$ cat config.mk
export PLATFORM = sky130hd
export DESIGN_NAME = io_port_bank_flat
export DESIGN_NICKNAME = d
export VERILOG_FILES = /design/src/rtl/io_port_bank_if.sv /design/src/rtl/io_port_bank.sv /design/src/flat_wrapper.sv
export SDC_FILE = /design/constraint.sdc
export NUM_CORES = 1
export LEC_CHECK = 0
export ABC_AREA = 1
export BUFFER_PORTS_ARGS = -buffer_cell sky130_fd_sc_hd__buf_2
export CORE_MARGIN = 10
export CORE_UTILIZATION = 35
export CTS_BUF_LIST = sky130_fd_sc_hd__clkbuf_2 sky130_fd_sc_hd__clkbuf_4 sky130_fd_sc_hd__clkbuf_8
export CTS_CLUSTER_DIAMETER = 60
export DETAILED_ROUTE_END_ITERATION = 12
export GPL_TIMING_DRIVEN = 0
export PLACE_DENSITY = 0.66
export SKIP_CTS_REPAIR_TIMING = 1
export SYNTH_ARGS = -nofsm -noshare
export SYNTH_HDL_FRONTEND = slang
export SYNTH_SLANG_ARGS = --single-unit
$ cat constraint.sdc
create_clock -name clk_i -period 1.1 [get_ports clk_i]
set_clock_uncertainty 0.2 [all_clocks]
set_input_delay 0.165 -clock clk_i [delete_from_list [all_inputs] [get_ports clk_i]]
set_output_delay 0.165 -clock clk_i [all_outputs]
set_load 0.005 [all_outputs]
$ cat src/rtl/io_port_bank_if.sv
// CPU port bus plus board-side pins of io_port_bank, grouped for one connection.
// master = CPU/board side, slave = the bridge.
interface io_port_bank_if #(
    parameter int CHANNELS = 8,
    parameter int WIDTH    = 8
);
    logic [CHANNELS-1:0]       io_wr;
    logic [CHANNELS-1:0]       io_rd;
    logic [CHANNELS*WIDTH-1:0] io_wdata;
    logic [CHANNELS*WIDTH-1:0] io_rdata;
    logic [CHANNELS*WIDTH-1:0] dev_in;
    logic [CHANNELS*WIDTH-1:0] dev_out;
    logic [CHANNELS-1:0]       out_upd;
    logic [CHANNELS-1:0]       evt;
    logic                      irq;

    modport master (
        output io_wr, io_rd, io_wdata, dev_in,
        input  io_rdata, dev_out, out_upd, evt, irq
    );

    modport slave (
        input  io_wr, io_rd, io_wdata, dev_in,
        output io_rdata, dev_out, out_upd, evt, irq
    );
endinterface

$ cat src/rtl/io_port_bank.sv
// CPU-to-board I/O bridge: per-channel output latches or synchronised inputs with change events.
// Optional input debounce is enabled by defining IO_DEBOUNCE_EN.
module io_port_lane #(
    parameter int         WIDTH   = 8,
    parameter bit         IS_OUT  = 1'b0,
    parameter logic [7:0] DB_LAST = 8'd3
) (
    input  logic             clk_i,
    input  logic             rst_i,
    input  logic             wr_i,
    input  logic             rd_i,
    input  logic             primed_i,
    input  logic [WIDTH-1:0] wdata_i,
    input  logic [WIDTH-1:0] din_i,
    output logic [WIDTH-1:0] rdata_o,
    output logic [WIDTH-1:0] dout_o,
    output logic             upd_o,
    output logic             evt_o
);
    if (IS_OUT) begin : g_out
        logic [WIDTH-1:0] out_q;
        logic             upd_q;

        always_ff @(posedge clk_i) begin
            if (rst_i) begin
                out_q <= '0;
                upd_q <= 1'b0;
            end else begin
                if (wr_i) out_q <= wdata_i;
                upd_q <= wr_i;
            end
        end

        assign rdata_o = out_q;
        assign dout_o  = out_q;
        assign upd_o   = upd_q;
        assign evt_o   = 1'b0;

        logic lane_unused;
        assign lane_unused = ^{rd_i, primed_i, din_i, DB_LAST};
    end else begin : g_in
        logic [WIDTH-1:0] sync1_q, sync2_q, prev_q, acc;
        logic             evt_q, evt_d;

        always_ff @(posedge clk_i) begin
            if (rst_i) begin
                sync1_q <= '0;
                sync2_q <= '0;
                prev_q  <= '0;
                evt_q   <= 1'b0;
            end else begin
                sync1_q <= din_i;
                sync2_q <= sync1_q;
                prev_q  <= acc;
                evt_q   <= evt_d;
            end
        end

        // A fresh change beats a same-cycle read so it is never lost.
        assign evt_d = (primed_i && (acc != prev_q)) || (evt_q && !rd_i);

`ifdef IO_DEBOUNCE_EN
        logic [WIDTH-1:0] acc_q;
        logic [7:0]       cnt_q;

        always_ff @(posedge clk_i) begin
            if (rst_i) begin
                acc_q <= '0;
                cnt_q <= '0;
            end else if (sync2_q != acc_q) begin
                if (cnt_q == DB_LAST) begin
                    acc_q <= sync2_q;
                    cnt_q <= '0;
                end else begin
                    cnt_q <= cnt_q + 8'd1;
                end
            end else begin
                cnt_q <= '0;
            end
        end

        assign acc = acc_q;

        logic lane_unused;
        assign lane_unused = ^{wr_i, wdata_i};
`else
        assign acc = sync2_q;

        logic lane_unused;
        assign lane_unused = ^{wr_i, wdata_i, DB_LAST};
`endif

        assign rdata_o = acc;
        assign dout_o  = '0;
        assign upd_o   = 1'b0;
        assign evt_o   = evt_q;
    end
endmodule

module io_port_bank #(
    parameter int                  CHANNELS        = 8,
    parameter int                  WIDTH           = 8,
    parameter logic [CHANNELS-1:0] DIR_MASK        = CHANNELS'(8'b1000_0011),
    parameter int                  DEBOUNCE_CYCLES = 4
) (
    input  logic          clk_i,
    input  logic          rst_i,
    io_port_bank_if.slave bus
);
    localparam logic [7:0] DB_LAST = 8'(DEBOUNCE_CYCLES - 1);

    logic [CHANNELS-1:0][WIDTH-1:0] rdata, dout;
    logic [CHANNELS-1:0]            upd, evt;
    logic [1:0]                     prime_q;
    logic                           primed;

    // Holds off events until the synchronisers have flushed post-reset levels.
    always_ff @(posedge clk_i) begin
        if (rst_i)                prime_q <= 2'd0;
        else if (prime_q != 2'd3) prime_q <= prime_q + 2'd1;
    end
    assign primed = (prime_q == 2'd3);

    for (genvar g = 0; g < CHANNELS; g++) begin : g_lane
        io_port_lane #(
            .WIDTH   (WIDTH),
            .IS_OUT  (DIR_MASK[g]),
            .DB_LAST (DB_LAST)
        ) u_lane (
            .clk_i    (clk_i),
            .rst_i    (rst_i),
            .wr_i     (bus.io_wr[g]),
            .rd_i     (bus.io_rd[g]),
            .primed_i (primed),
            .wdata_i  (bus.io_wdata[g*WIDTH +: WIDTH]),
            .din_i    (bus.dev_in[g*WIDTH +: WIDTH]),
            .rdata_o  (rdata[g]),
            .dout_o   (dout[g]),
            .upd_o    (upd[g]),
            .evt_o    (evt[g])
        );
    end

    assign bus.io_rdata = rdata;
    assign bus.dev_out  = dout;
    assign bus.out_upd  = upd;
    assign bus.evt      = evt;
    assign bus.irq      = |evt;
endmodule
$ cat src/flat_wrapper.sv
// flat-port wrapper written by rule: the top's interface ports become plain ports
module io_port_bank_flat 
#(
    parameter int                  CHANNELS        = 8,
    parameter int                  WIDTH           = 8,
    parameter logic [CHANNELS-1:0] DIR_MASK        = CHANNELS'(8'b1000_0011),
    parameter int                  DEBOUNCE_CYCLES = 4
)
  (clk_i, rst_i, bus_io_wr, bus_io_rd, bus_io_wdata, bus_dev_in, bus_io_rdata, bus_dev_out, bus_out_upd, bus_evt, bus_irq);
  io_port_bank_if #(.CHANNELS(CHANNELS), .WIDTH(WIDTH)) bus_i ();
  input  logic clk_i;
  input  logic rst_i;
  input wire logic [$bits(bus_i.io_wr)-1:0] bus_io_wr;
  input wire logic [$bits(bus_i.io_rd)-1:0] bus_io_rd;
  input wire logic [$bits(bus_i.io_wdata)-1:0] bus_io_wdata;
  input wire logic [$bits(bus_i.dev_in)-1:0] bus_dev_in;
  output wire logic [$bits(bus_i.io_rdata)-1:0] bus_io_rdata;
  output wire logic [$bits(bus_i.dev_out)-1:0] bus_dev_out;
  output wire logic [$bits(bus_i.out_upd)-1:0] bus_out_upd;
  output wire logic [$bits(bus_i.evt)-1:0] bus_evt;
  output wire logic [$bits(bus_i.irq)-1:0] bus_irq;
  assign bus_i.io_wr = bus_io_wr;
  assign bus_i.io_rd = bus_io_rd;
  assign bus_i.io_wdata = bus_io_wdata;
  assign bus_i.dev_in = bus_dev_in;
  assign bus_io_rdata = bus_i.io_rdata;
  assign bus_dev_out = bus_i.dev_out;
  assign bus_out_upd = bus_i.out_upd;
  assign bus_evt = bus_i.evt;
  assign bus_irq = bus_i.irq;
  io_port_bank #(.CHANNELS(CHANNELS), .WIDTH(WIDTH), .DIR_MASK(DIR_MASK), .DEBOUNCE_CYCLES(DEBOUNCE_CYCLES)) u_core (.clk_i(clk_i), .rst_i(rst_i), .bus(bus_i));
endmodule
### Word level (Yosys, flattened, before mapping)

Cells that the tools add are included.

| operators by class | value |
|---|---|
| add/sub/neg operators | 1 |
| eq/ne operators | 7 |
| reduce and logical (&&, ||, !) cells | 21 |

Operator list:

| operator | number |
|---|---|
| != test 8 bit | 5 |
| logical AND 1 bit | 10 |
| zero test 1 bit | 5 |
| logical OR 1 bit | 5 |
| OR reduction 5 bit | 1 |
| adder 2 x 1 -> 2 bit, second input constant | 1 |
| equality test 2 bit, second input constant | 1 |
| != test 2 bit, second input constant | 1 |

| storage, ports and cells | value |
|---|---|
| bits in registers | 154 |
| input port bits | 146 |
| logic and storage cells | 56 |

### Depth between registers and ports, before layout

| logic depth | value |
|---|---|
| depth in word-level cells | 3 |
| depth in mapped cells | 8 |

### Hierarchy

Synthesis repeated with hierarchy kept, for this count alone.

| unflattened totals | value |
|---|---|
| cells, all modules | 804 |
| area total of the unflattened synthesis | 6009.5 µm² |

Modules (own cells, without submodules):

| module | instances | cells each | area an instance (µm²) | seq. area each (µm²) |
|---|---|---|---|---|
| io_port_lane at u_core.g_lane[2].u_lane ... | 5 | 117 | 908.4 | 500.5 |
| io_port_lane at u_core.g_lane[0].u_lane ... | 3 | 64 | 440.4 | 180.2 |
| io_port_bank | 1 | 27 | 146.4 | 40.0 |

### Worst setup path after synthesis

Ideal clock, no wire load.

| path | value |
|---|---|
| path kind | flip-flop to flip-flop |
| from | register u_core.prime_q[0] |
| to | register u_core.prime_q[0] |
| setup time | 114 ps |
| arrival time | 809 ps |
| slack | -24 ps |
| stages on the path, launching flop included | 5 |
| path buffers | 1 |
| clock period less this slack | 1124 ps |
| path through | dfxtp_1 > ha_1 > buf_2 > xor2_1 > nor2_1 |

| on the way | value |
|---|---|
| word-level cells in the longest chain between the ends | 1 |
| elaborated cells between the ends (all ways) | 2 |
| those cells by class | 1 x add/sub; 1 x eq/ne |

RTL lines:

| element | line | text |
|---|---|---|
| start, declared | io_port_bank.sv:114 | `logic [1:0] prime_q;` |
| start signal, assigned | io_port_bank.sv:120 | `else if (prime_q != 2'd3) prime_q <= prime_q + 2'd1;` |
| adder 2 x 1 -> 2 bit / != test 2 bit (equally long branches) | io_port_bank.sv:120 |  |

Parallel ways exist; a longest one is shown, timed or not.
A chain may end at the register's enable or synchronous reset.

### Final worst setup path

| path | value |
|---|---|
| from | register u_core.g_lane[5].u_lane.g_in.evt_q |
| to | output bus_irq |

| on the way | value |
|---|---|
| word-level cells in the longest chain between the ends | 1 |

RTL lines:

| element | line | text |
|---|---|---|
| start, declared | io_port_bank.sv:43 | `logic evt_q, evt_d;` |
| start signal, assigned | io_port_bank.sv:55 | `evt_q <= evt_d;` |
| OR reduction 5 bit | io_port_bank.sv:148 | `assign bus.irq = \|evt;` |
| end, declared | flat_wrapper.sv:21 | `output wire logic [$bits(bus_i.irq)-1:0] bus_irq;` |

No other way between the ends.

==> run summary <==
The number of buffers added by the clock tree synthesis step is 17. Setup repair after global routing could not meet its margin everywhere. The flow ran to the end, but the final reports show violations. The floorplan step set the die height to 149 µm. The category of the worst setup path launch point is a register.

The final reports fail on negative hold slack, negative setup slack. In this run the worst hold path is classified as in -> reg. The combined area of the multi-input logic cells is 1720 µm². The clock tree buffer depth came out at 2. In this run the static leakage power is 4.61 nW.

The DRC violation count after routing came out at 0. Traced cell by cell, the critical path runs through nor3_4 -> nand3_1 -> buf_2. Dividing the detail-routed via count by the number of cells gives 3.88. Counting every sink on the clock net gives 154. The number of I/O pins is 291. The total via count after detailed routing is 4998. At the later pin of the worst-skew pair, clock insertion delay measures 0.44 ns.

Buffers placed on the I/O ports in this run total 166. Before antenna repair, the detailed router went through 4 iterations. For this run, the number of Yosys warnings is 0. The post-route clock period utilization came out at 148%. The peak supply drop is 0.699 mV.

After routing the design area is 9250 µm². The post-layout minimum cycle time is 1.63 ns. The first routing iteration left 173 violations.

The post-detailed-route wirelength per cell came out at 12.7 µm. The flop-to-flop setup slack came out at -0.17 ns. The region available for standard cell placement spans 16400 µm². The initial utilization of the core area, before any placement, comes to 35.4%. The cell count after synthesis is 737. The power density relative to cell area is 1350 nW/µm². The most frequent cell after synthesis is sky130_fd_sc_hd__dfxtp_1. The largest individual stage delay along the critical path comes from the cell sky130_fd_sc_hd__dfxtp_4.

The H-tree was split into 4 levels. The data arrival time of the critical path came out at 1.26 ns. The count of endpoints failing setup in the final report came out at 133.

Entering global routing, the biggest net connects 17 pins. The placement-stage cell area came out at 7100 µm². At the worst endpoint, the required time is 0.73 ns. The number of antenna violations at the first check in global routing came out at 1.

The area occupied by registers came out at 3230 µm². After synthesis, the cell types taking the most area are sky130_fd_sc_hd__dfxtp_1 (53%), sky130_fd_sc_hd__buf_4 (11%), sky130_fd_sc_hd__inv_1 (9.4%), sky130_fd_sc_hd__nand2_1 (9.1%), sky130_fd_sc_hd__nor2_1 (8.7%). The final worst setup slack came out at -0.529 ns. The net count reported at finish came out at 1200. Of all nets on the critical path, the largest fanout is 2. The floorplan row count came out at 47.

The cell sitting at the root of the clock tree is a sky130_fd_sc_hd__clkbuf_8. The layout-stage area growth over the synthesis result came out at 59.1%. After synthesis, the share of flip-flops with an asynchronous set or reset is 0%.

The clock-pin slew on the worst setup and hold paths came out at 0.08 ns. Routability-driven placement finished with a final weighted congestion of 0.734. The number of nets still failing antenna checks after routing came out at 0.

The measured slew at the worst slew-check pin is 0.636 ns. The share of the synthesized area in the top cell type is 53.0%. The die span in x came out at 149 µm. Max-cap violations in this run came to 0. The distinct cell type count of the synthesized netlist is 18. The overall routed net length is 16300 µm. The number of hold violations in the final report came to 41. Global routing consumed, over all layers together, 12.0% of the routing resources. The die area is 22200 µm².

The number of global-route vias before repair came out at 4291. Summed over all instances, the cell type with the most area after synthesis is sky130_fd_sc_hd__dfxtp_1. The filler cell count came out at 1416. The share of final-layout standard cells stronger than drive strength 1 came out at 38.9%. The number of max-slew violations in the final report came to 0.

The largest stage delay on the critical path came out at 0.36 ns. In this run, synthesis inferred 0 flip-flops with an integrated enable. The register area share after synthesis is 53.0%. In this run the mean area of a mapped cell was 7.89 µm². The type of the worst setup path is reg -> out. The synthesized area is 5810 µm².

TritonCTS built the clock tree. The sum of net half-perimeters after detailed placement came out at 10800 µm. The worst slack at placement came out at -0.251 ns.

The fmax came out at 614 MHz. Synthesis inferred 154 register bits. After synthesis, the most frequently instantiated cells are sky130_fd_sc_hd__dfxtp_1 (154), sky130_fd_sc_hd__inv_1 (146), sky130_fd_sc_hd__nand2_1 (141), sky130_fd_sc_hd__nor2_1 (135), sky130_fd_sc_hd__buf_4 (83). The element type at the critical path end is an output pin. The total grt overflow came out at 0. The global-route wire length before repair is 21200 µm. In the synthesized netlist the dominant register cell turns out to be sky130_fd_sc_hd__dfxtp_1. The worst-case hold slack came out at -0.0287 ns. The worst max-slew margin expressed relative to the limit came out at 57.6%.
## cell families (layout without fill, tap and decap cells)
family	after synthesis	in the layout	synth area share, %
buf+inv	250	532	22.7
other cells	1	49	0.0645
simple gates	280	280	18.2
compound gates	30	30	2.63
flops	154	154	53.0
xor+xnor	21	21	3.16
fa+ha+maj	1	1	0.215
## report_power, final
group          internal (W)  switching, W  leakage, nW  total (W)
Clock               0.00235       0.00216        0.210    0.00451
Combinational       0.00113      0.000774         3.10    0.00191
Sequential          0.00585      0.000198         1.30    0.00604
## layout make-up
cell class	count	area share [%]
Antenna cell	1	0.0271
Buffer	97	9.10
Clock buffer	19	2.76
Clock inverter	13	1.81
Inverter	149	6.05
Multi-Input combinational cell	380	18.6
Sequential cell	154	34.9
Tap cell	220	2.98
Timing Repair Buffer	254	23.8
## layout by cell type, fill, tap and decap left out, drive strengths merged
cell         count
xor2             1
a211oi           1
a21oi           29
dlygate4sd3     76
bufinv           3
conb            48
clkbuf          21
buf            273
or2              2
diode            1
nor3             1
inv            148
xnor2           20
ha               1
nor2           135
nand2          141
nand3            1
dfxtp          154
clkinvlp         2
clkinv           9
## layer usage
layer	vias up	GRT usage [%]	routed length [µm]
met3	15	5.61	1180
li1	2608	-	-
met4	0	3.43	181
met1	2248	13.3	6320
met2	127	20.2	8620
met5	-	0	0
## critical path: cells and delay by family (launching register included)
family / cells / cell delay, ns
buf+inv: 1 / 0.14
simple gates: 2 / 0.31
flops: 1 / 0.36
## metrics by stage
step / hold WS (ns) / cells / util, % / TNS (ns) / total power [W]
2_1_floorplan: 0.0720 / 784 / - / -0.00692 / 0.00693
6_report: -0.0287 / 1287 / 56.4 / -28.15 / 0.0125
3_5_place_dp: 0.172 / 1170 / 43.3 / -1.36 / 0.00744
3_3_place_gp: 0.164 / 1170 / 43.3 / -1.04 / 0.00742
4_1_cts: -0.312 / 1202 / 45.9 / -26.84 / 0.0119
5_1_grt: -0.0381 / 1287 / 56.4 / -35.62 / 0.0130
## path summary, 6_finish.rpt
path	start	to	depth (start not counted)
max	u_core.g_lane[5].u_lane.evt_o	bus_irq	3
min	rst_i	u_core.g_lane[5].u_lane.rdata_o[0]	3
max reg2reg	u_core.g_lane[3].u_lane.rdata_o[6]	u_core.g_lane[3].u_lane.evt_o	7
min reg2reg	u_core.g_lane[5].u_lane.g_in.sync1_q[1]	u_core.g_lane[5].u_lane.rdata_o[1]	2
## registers in the layout, indices dropped and copies added (netlist names)
| name | cells |
|---|---|
| u_core.prime_q | 2 |
| u_core.g_lane.u_lane.g_in.prev_q | 40 |
| u_core.g_lane.u_lane.dout_o | 24 |
| u_core.g_lane.u_lane.g_in.sync1_q | 40 |
| u_core.g_lane.u_lane.evt_o | 5 |
| u_core.g_lane.u_lane.upd_o | 3 |
| u_core.g_lane.u_lane.rdata_o | 40 |
No activity file was read; power rests on OpenSTA's default activity.
